### src/rtl/uart_pkg.sv
`timescale 1ns/1ps
`default_nettype none
// ============================================================================
// Module      : uart_pkg
// Description : Shared constants, FSM state encodings and divisor helpers
//               for the loopback 8N1 UART.
// Revision    : 1.0 - initial release
// ============================================================================
package uart_pkg;

    // Frame shape: 8 data bits, 16x receive oversampling
    localparam int DATA_BITS  = 8;
    localparam int OVERSAMPLE = 16;
    localparam int IDX_W      = $clog2(DATA_BITS);
    localparam int OS_W       = $clog2(OVERSAMPLE);

    // TX and RX share the same four-state encoding
    localparam logic [1:0] ST_IDLE  = 2'd0;
    localparam logic [1:0] ST_START = 2'd1;
    localparam logic [1:0] ST_DATA  = 2'd2;
    localparam logic [1:0] ST_STOP  = 2'd3;

    // Clocks per bit period (truncating division)
    function automatic int calc_tx_div(input int clk_freq, input int baud);
        return clk_freq / baud;
    endfunction

    // Clocks per oversample tick (truncating division)
    function automatic int calc_rx_div(input int clk_freq, input int baud);
        return clk_freq / (baud * OVERSAMPLE);
    endfunction

    // Counter width able to hold 0..div-1, never narrower than one bit
    function automatic int cnt_width(input int div);
        return (div > 1) ? $clog2(div) : 1;
    endfunction

endpackage : uart_pkg
`default_nettype wire

### src/rtl/uart_baud_gen.sv
`timescale 1ns/1ps
`default_nettype none
// ============================================================================
// Module      : uart_baud_gen
// Description : Free-running bit-rate (txenable) and 16x oversample
//               (rxenable) tick generators. Each tick is a single-cycle
//               pulse on the last count of its divider.
// Revision    : 1.0 - initial release
// ============================================================================
module uart_baud_gen
    import uart_pkg::*;
#(
    parameter int CLK_FREQ = 50000000,
    parameter int BAUD     = 9600
) (
    input  logic clock,
    input  logic reset,
    output logic txenable,
    output logic rxenable
);

    localparam int TX_DIV   = calc_tx_div(CLK_FREQ, BAUD);
    localparam int RX_DIV   = calc_rx_div(CLK_FREQ, BAUD);
    localparam int TX_CNT_W = cnt_width(TX_DIV);
    localparam int RX_CNT_W = cnt_width(RX_DIV);

    localparam logic [TX_CNT_W-1:0] c_tx_last = TX_CNT_W'(TX_DIV - 1);
    localparam logic [RX_CNT_W-1:0] c_rx_last = RX_CNT_W'(RX_DIV - 1);

    logic [TX_CNT_W-1:0] r_tx_cnt;
    logic [RX_CNT_W-1:0] r_rx_cnt;
    logic                w_tx_wrap;
    logic                w_rx_wrap;

    // The tick is the wrap cycle itself; reset holds both counters at zero,
    // so neither tick can fire while reset is asserted.
    assign w_tx_wrap = (r_tx_cnt == c_tx_last);
    assign w_rx_wrap = (r_rx_cnt == c_rx_last);

    // Bit-period divider: counts 0..TX_DIV-1 and wraps
    always_ff @(posedge clock or posedge reset) begin
        if (reset) begin
            r_tx_cnt <= '0;
        end else if (w_tx_wrap) begin
            r_tx_cnt <= '0;
        end else begin
            r_tx_cnt <= r_tx_cnt + 1'b1;
        end
    end

    // Oversample divider: counts 0..RX_DIV-1 and wraps
    always_ff @(posedge clock or posedge reset) begin
        if (reset) begin
            r_rx_cnt <= '0;
        end else if (w_rx_wrap) begin
            r_rx_cnt <= '0;
        end else begin
            r_rx_cnt <= r_rx_cnt + 1'b1;
        end
    end

    assign txenable = w_tx_wrap;
    assign rxenable = w_rx_wrap;

endmodule : uart_baud_gen
`default_nettype wire

### src/rtl/uart.sv
`timescale 1ns/1ps
`default_nettype none
// ============================================================================
// Module      : uart
// Description : 8N1 UART with internal loopback. The transmitter serialises
//               dataIn onto txOutData; the receiver oversamples that same
//               line and publishes correctly framed bytes on dataOut.
// Revision    : 1.0 - initial release
// ============================================================================
module uart
    import uart_pkg::*;
#(
    parameter int CLK_FREQ = 50000000,
    parameter int BAUD     = 9600
) (
    input  logic                 clock,
    input  logic                 reset,
    input  logic                 transmit,
    input  logic [DATA_BITS-1:0] dataIn,
    output logic [DATA_BITS-1:0] dataOut,
    output logic                 txOutData,
    output logic                 txenable,
    output logic                 rxenable
);

    localparam logic [IDX_W-1:0] c_last_idx = IDX_W'(DATA_BITS - 1);
    localparam logic [OS_W-1:0]  c_os_mid   = OS_W'(OVERSAMPLE / 2 - 1);
    localparam logic [OS_W-1:0]  c_os_last  = OS_W'(OVERSAMPLE - 1);

    // ------------------------------------------------------------------
    // Tick generation
    // ------------------------------------------------------------------
    uart_baud_gen #(
        .CLK_FREQ (CLK_FREQ),
        .BAUD     (BAUD)
    ) u_baud_gen (
        .clock    (clock),
        .reset    (reset),
        .txenable (txenable),
        .rxenable (rxenable)
    );

    // ------------------------------------------------------------------
    // Transmitter
    // ------------------------------------------------------------------
    logic [1:0]           r_tx_state;
    logic [DATA_BITS-1:0] r_tx_shift;
    logic [IDX_W-1:0]     r_tx_idx;
    logic                 r_tx_line;
    logic [IDX_W-1:0]     w_tx_next_idx;

    assign w_tx_next_idx = r_tx_idx + 1'b1;

    // TX FSM: every transition happens on a bit-period tick, so each line
    // level lasts exactly one bit period. The byte is captured at frame
    // start, which makes later dataIn changes invisible to that frame.
    always_ff @(posedge clock or posedge reset) begin
        if (reset) begin
            r_tx_state <= ST_IDLE;
            r_tx_shift <= '0;
            r_tx_idx   <= '0;
            r_tx_line  <= 1'b1;
        end else if (txenable) begin
            case (r_tx_state)
                ST_IDLE: begin
                    r_tx_line <= 1'b1;
                    if (transmit) begin
                        r_tx_shift <= dataIn;
                        r_tx_line  <= 1'b0;
                        r_tx_state <= ST_START;
                    end
                end
                ST_START: begin
                    r_tx_line  <= r_tx_shift[0];
                    r_tx_idx   <= '0;
                    r_tx_state <= ST_DATA;
                end
                ST_DATA: begin
                    if (r_tx_idx != c_last_idx) begin
                        r_tx_idx  <= w_tx_next_idx;
                        r_tx_line <= r_tx_shift[w_tx_next_idx];
                    end else begin
                        r_tx_line  <= 1'b1;
                        r_tx_state <= ST_STOP;
                    end
                end
                ST_STOP: begin
                    // One further idle period follows before the next start
                    r_tx_line  <= 1'b1;
                    r_tx_state <= ST_IDLE;
                end
                default: begin
                    r_tx_line  <= 1'b1;
                    r_tx_state <= ST_IDLE;
                end
            endcase
        end
    end

    assign txOutData = r_tx_line;

    // ------------------------------------------------------------------
    // Receiver (loopback of the transmit line, no synchroniser needed
    // because the source is a register in this clock domain)
    // ------------------------------------------------------------------
    logic                 w_rx_line;
    logic [1:0]           r_rx_state;
    logic [OS_W-1:0]      r_rx_cnt;
    logic [IDX_W-1:0]     r_rx_idx;
    logic [DATA_BITS-1:0] r_rx_shift;
    logic [DATA_BITS-1:0] r_data_out;
    logic                 w_rx_stop_sample;
    logic                 w_rx_frame_ok;

    assign w_rx_line = r_tx_line;

    // Stop-bit sample point; a low stop bit is a framing error and is
    // dropped silently.
    assign w_rx_stop_sample = rxenable && (r_rx_state == ST_STOP) && (r_rx_cnt == c_os_last);
    assign w_rx_frame_ok    = w_rx_stop_sample && w_rx_line;

    // RX FSM: confirm the start bit at its centre, then sample every
    // sixteen ticks so each data and stop sample lands mid-bit.
    always_ff @(posedge clock or posedge reset) begin
        if (reset) begin
            r_rx_state <= ST_IDLE;
            r_rx_cnt   <= '0;
            r_rx_idx   <= '0;
            r_rx_shift <= '0;
        end else if (rxenable) begin
            case (r_rx_state)
                ST_IDLE: begin
                    if (!w_rx_line) begin
                        r_rx_cnt   <= '0;
                        r_rx_state <= ST_START;
                    end
                end
                ST_START: begin
                    if (r_rx_cnt == c_os_mid) begin
                        if (!w_rx_line) begin
                            r_rx_cnt   <= '0;
                            r_rx_idx   <= '0;
                            r_rx_state <= ST_DATA;
                        end else begin
                            // Low pulse shorter than half a bit: ignore it
                            r_rx_state <= ST_IDLE;
                        end
                    end else begin
                        r_rx_cnt <= r_rx_cnt + 1'b1;
                    end
                end
                ST_DATA: begin
                    if (r_rx_cnt == c_os_last) begin
                        r_rx_cnt   <= '0;
                        r_rx_shift <= {w_rx_line, r_rx_shift[DATA_BITS-1:1]};
                        if (r_rx_idx == c_last_idx) begin
                            r_rx_state <= ST_STOP;
                        end else begin
                            r_rx_idx <= r_rx_idx + 1'b1;
                        end
                    end else begin
                        r_rx_cnt <= r_rx_cnt + 1'b1;
                    end
                end
                ST_STOP: begin
                    if (r_rx_cnt == c_os_last) begin
                        r_rx_cnt   <= '0;
                        r_rx_state <= ST_IDLE;
                    end else begin
                        r_rx_cnt <= r_rx_cnt + 1'b1;
                    end
                end
                default: begin
                    r_rx_cnt   <= '0;
                    r_rx_state <= ST_IDLE;
                end
            endcase
        end
    end

    // Received-byte holding register: only a well-framed byte replaces it
    always_ff @(posedge clock or posedge reset) begin
        if (reset) begin
            r_data_out <= '0;
        end else if (w_rx_frame_ok) begin
            r_data_out <= r_rx_shift;
        end
    end

    assign dataOut = r_data_out;

endmodule : uart
`default_nettype wire

### config.mk
export PLATFORM = sky130hd
export DESIGN_NAME = uart
export DESIGN_NICKNAME = d
export VERILOG_FILES = /design/src/rtl/uart_pkg.sv /design/src/rtl/uart_baud_gen.sv /design/src/rtl/uart.sv
export SDC_FILE = /design/constraint.sdc
export NUM_CORES = 1
export LEC_CHECK = 0
export BUFFER_PORTS_ARGS = -buffer_cell sky130_fd_sc_hd__buf_2
export CAP_MARGIN = 20
export CORE_UTILIZATION = 56
export DETAILED_ROUTE_END_ITERATION = 7
export MAX_ROUTING_LAYER = met4
export PLACE_DENSITY = 0.75
export SKIP_CTS_REPAIR_TIMING = 1
export SYNTH_ARGS = -nofsm -noshare
export SYNTH_HDL_FRONTEND = slang
export SYNTH_HIERARCHICAL = 1
export SYNTH_SLANG_ARGS = --single-unit
export TNS_END_PERCENT = 5
### constraint.sdc
create_clock -name clock -period 3.2 [get_ports clock]
set_input_delay 0.48 -clock clock [delete_from_list [all_inputs] [get_ports clock]]
set_output_delay 0.48 -clock clock [all_outputs]
set_load 0.05 [all_outputs]
==> results.json <==
{
  "max-slew-margin-rel_pct": 46.1,
  "floorplan.die.width_um": 74.6,
  "synth_warnings": 6,
  "antennaDiodeCount": 0,
  "cts_tree": "built",
  "synth.top_cells.by_area": "sky130_fd_sc_hd__dfrtp_1 51%, sky130_fd_sc_hd__mux2_1 6.5%, sky130_fd_sc_hd__ha_1 5.5%, sky130_fd_sc_hd__mux2_2 5.0%, sky130_fd_sc_hd__xor2_1 3.0%",
  "cts-root-buf": "sky130_fd_sc_hd__clkbuf_8",
  "post-synth-top-count-cell": "sky130_fd_sc_hd__dfrtp_1",
  "route.final.wire_length_mm": 5.24,
  "grt_overflow": 0,
  "criticalPathCategory": "reg -> out",
  "first_global_vias": 1959,
  "clock_insertion_delay_worst_skew_ns": 0.33,
  "r2r-end": "dataOut[0]",
  "synth_edf_count": 0,
  "first_iter_violations": 89,
  "worstMarginPinSlew_ns": 0.808,
  "crit_path_end_kind": "output port",
  "fill_cells": 403,
  "netSwitchingFraction_pct": 19.8,
  "total_leakage_power_nw": 1.66,
  "design_power_total_w": 0.00161,
  "ir_drop_v": 0.000329,
  "pwr-share-seq_pct": 47.8,
  "timing.final.hold_violations": 0,
  "port_buffers": 21,
  "first_pass_grt_wire_length_mm": 8.91,
  "netSwitchingPower_w": 0.000319,
  "dominantRegCellSynth": "sky130_fd_sc_hd__dfrtp_1",
  "synthesis.area_per_instance_um2": 12.2,
  "clock_tree.htree_level_count": 3,
  "pwr_per_cell_area_mw_per_mm2": 475,
  "final.period_utilization_pct": 71.0,
  "final_antenna_net_count": 0,
  "hold_path_class": "in -> async",
  "clock_sink_count": 61,
  "syn_nets": 266,
  "post_drt_via_cell_ratio": 5.65,
  "cp_cell_sequence": "ha_1, nand3_1, nor4_4, buf_2",
  "holdWs_ns": 0.273,
  "proportion_of_layout_cells_with_a_drive_suffix_above_1_pct": 22.1,
  "seq_area_frac_synth_pct": 51.7,
  "setup-tns-final_ns": 0,
  "cell_internal_pwr_w": 0.00129,
  "clock.fmax_ghz": 0.440,
  "final-max-slew-violation-count": 0,
  "worst-r2r-setup-slack_ns": 1.00,
  "inserted_clock_buffers": 9,
  "max_cap_violations": 0,
  "number_of_design_rule_violations_left_after_detail_routing": 0,
  "finalCriticalPeriod_ns": 2.27,
  "timing.rr.start": "u_baud_gen/r_rx_cnt[3]",
  "count_of_distinct_cell_types_in_the_synthesized_netlist": 48,
  "worst_ep_required_time_ns": 2.72,
  "antenna_violations_before_repair": 0,
  "weighted_congestion_reported_at_the_end_of_routability_driven_placement": 0.815,
  "critical_path.max_fanout": 5,
  "synthDominantCellAreaShare_pct": 50.8,
  "half_perimeter_wire_length_after_detailed_placement_mm": 3.64,
  "area_added_between_synthesis_and_finish_pct": 15.0,
  "worst_clock_skew_ns": 0.0130,
  "placementRows": 26,
  "run_status": "complete, no violations",
  "fp.dieH_um": 74.6,
  "floorplan.core_area_mm2": 0.00511,
  "syn_area_mm2": 0.00295,
  "worst_ep_arrival_time_ns": 1.79,
  "synth_top_cell_by_area": "sky130_fd_sc_hd__dfrtp_1",
  "syn-instance-count": 242,
  "synth_common_cells": "60 x sky130_fd_sc_hd__dfrtp_1, 17 x sky130_fd_sc_hd__mux2_1, 16 x sky130_fd_sc_hd__nand2_1",
  "power.share.combinational_pct": 1.4,
  "initial_utilization_pct": 57.8,
  "die_area_mm2": 0.00557,
  "number_of_setup_violations_in_the_final_report": 0,
  "cp_slowest_stage_delay_ns": 0.40,
  "p_clk_share_pct": 50.8,
  "cp_slowest_cell": "sky130_fd_sc_hd__dfrtp_1",
  "async_flop_share_pct": 100,
  "rsz0062_at_grt": "no",
  "cts_max_path_buffers": 2,
  "ys_ff_latch": 61,
  "via_count": 1977,
  "detailed_routing_iterations_pass_1": 5,
  "io_pins": 22,
  "clkTransAtPathRegs_ns": 0.07,
  "gr-usage-all-layers_pct": 22.5,
  "grt_max_degree": 40,
  "ff2ff_path_depth": 6,
  "fin_nets": 299,
  "routedWlPerCell_um": 15.0,
  "critPathLaunchType": "register"
}
==> worst max-delay path: cells and delay by family, from the launching register on <==
family	cells	cell delay, ns
flip-flops	1	0.40
AND/OR/NAND/NOR	2	0.46
buffers and inverters	1	0.33
adder cells (fa/ha/maj)	1	0.27
==> final cells by class <==
cell class	count	area [um2]	share of cell area, %
Clock inverter	6	111	3.28
Inverter	13	48.8	1.44
Multi-Input combinational cell	166	1370	40.2
Sequential cell	61	1530	45.0
Tap cell	70	87.6	2.58
Clock buffer	10	128	3.76
Timing Repair Buffer	24	128	3.76
==> sequential cells by signal, summed over array words and instances (netlist names), named ones only <==
signal / count
dataOut: 8
r_rx_cnt: 4
r_rx_idx: 3
r_rx_shift: 8
r_rx_state: 1
r_tx_idx: 3
r_tx_shift: 8
r_tx_state: 2
txOutData: 1
u_baud_gen/r_rx_cnt: 9
u_baud_gen/r_tx_cnt: 13
==> worst max-delay path by stage <==
stage                                 from    endpoint  slack [ns]  cells past startpoint
floorplan           u_baud_gen/r_rx_cnt[3]  dataOut[0]        0.05                      5
global placement    u_baud_gen/r_rx_cnt[3]  dataOut[0]        1.06                      6
detailed placement  u_baud_gen/r_rx_cnt[3]  dataOut[2]        1.00                      6
CTS                 u_baud_gen/r_tx_cnt[0]    txenable        0.90                      4
global route        u_baud_gen/r_tx_cnt[0]    txenable        0.77                      4
finish              u_baud_gen/r_tx_cnt[0]    txenable        0.93                      4
==> layout by cell type, fill, tap and decap left out, types with 2 or more instances in the layout <==
cell type	instances
sky130_fd_sc_hd__nor2_1	15
sky130_fd_sc_hd__a22o_1	9
sky130_fd_sc_hd__a21oi_1	4
sky130_fd_sc_hd__nand2b_1	2
sky130_fd_sc_hd__mux4_1	2
sky130_fd_sc_hd__or3_1	3
sky130_fd_sc_hd__inv_1	13
sky130_fd_sc_hd__bufinv_16	3
sky130_fd_sc_hd__mux2_2	13
sky130_fd_sc_hd__nor3_1	2
sky130_fd_sc_hd__nand2_1	16
sky130_fd_sc_hd__o21ai_0	2
sky130_fd_sc_hd__mux2_1	17
sky130_fd_sc_hd__nor2b_1	4
sky130_fd_sc_hd__dfrtp_1	60
sky130_fd_sc_hd__xnor2_1	5
sky130_fd_sc_hd__nand3_1	12
sky130_fd_sc_hd__nand4_1	2
sky130_fd_sc_hd__nor4_1	3
sky130_fd_sc_hd__buf_4	3
sky130_fd_sc_hd__ha_1	13
sky130_fd_sc_hd__o21ai_1	6
sky130_fd_sc_hd__clkbuf_8	9
sky130_fd_sc_hd__buf_2	21
sky130_fd_sc_hd__o41ai_1	2
sky130_fd_sc_hd__xor2_1	10
==> layer usage <==
layer  track usage, %  wire (um)  vias to the layer above
li1                 -          -                      943
met1             29.2       2370                      992
met2             33.4       2630                       33
met3             4.55        160                        9
met4             11.7         78                        0
met5                -          0                        -
==> kinds of logic after synthesis <==
logic type / share of synthesized area [%]
AO/OA/AOI/OAI: 8.14
XOR/XNOR: 4.45
adder cells (fa/ha/maj): 5.51
buffers and inverters: 1.99
flip-flops: 51.7
multiplexers: 13.6
AND/OR/NAND/NOR: 14.6
==> stage by stage <==
stage / utilization, % / setup slack [ns] / cells / cell area [um2]
6_report: 66.5 / 0.928 / 350 / 3400
5_1_grt: 66.5 / 0.771 / 350 / 3400
4_1_cts: 66.5 / 0.900 / 350 / 3400
3_5_place_dp: 61.8 / 1.00 / 334 / 3160
3_3_place_gp: 61.8 / 1.06 / 334 / 3160
2_1_floorplan: - / 0.0466 / 242 / 2950
==> power groups by stage <==
| stage | Clock, W | Sequential, W | Combinational [W] |
|---|---|---|---|
| 2_1_floorplan | 0 | 0.000785 | 0.0000119 |
| 3_3_place_gp | 0 | 0.000785 | 0.0000234 |
| 3_5_place_dp | 0 | 0.000785 | 0.0000233 |
| 4_1_cts | 0.000834 | 0.000771 | 0.0000235 |
| 5_1_grt | 0.000869 | 0.000770 | 0.0000270 |
| 6_report | 0.000819 | 0.000771 | 0.0000222 |
No activity file was read; power rests on OpenSTA's default activity.
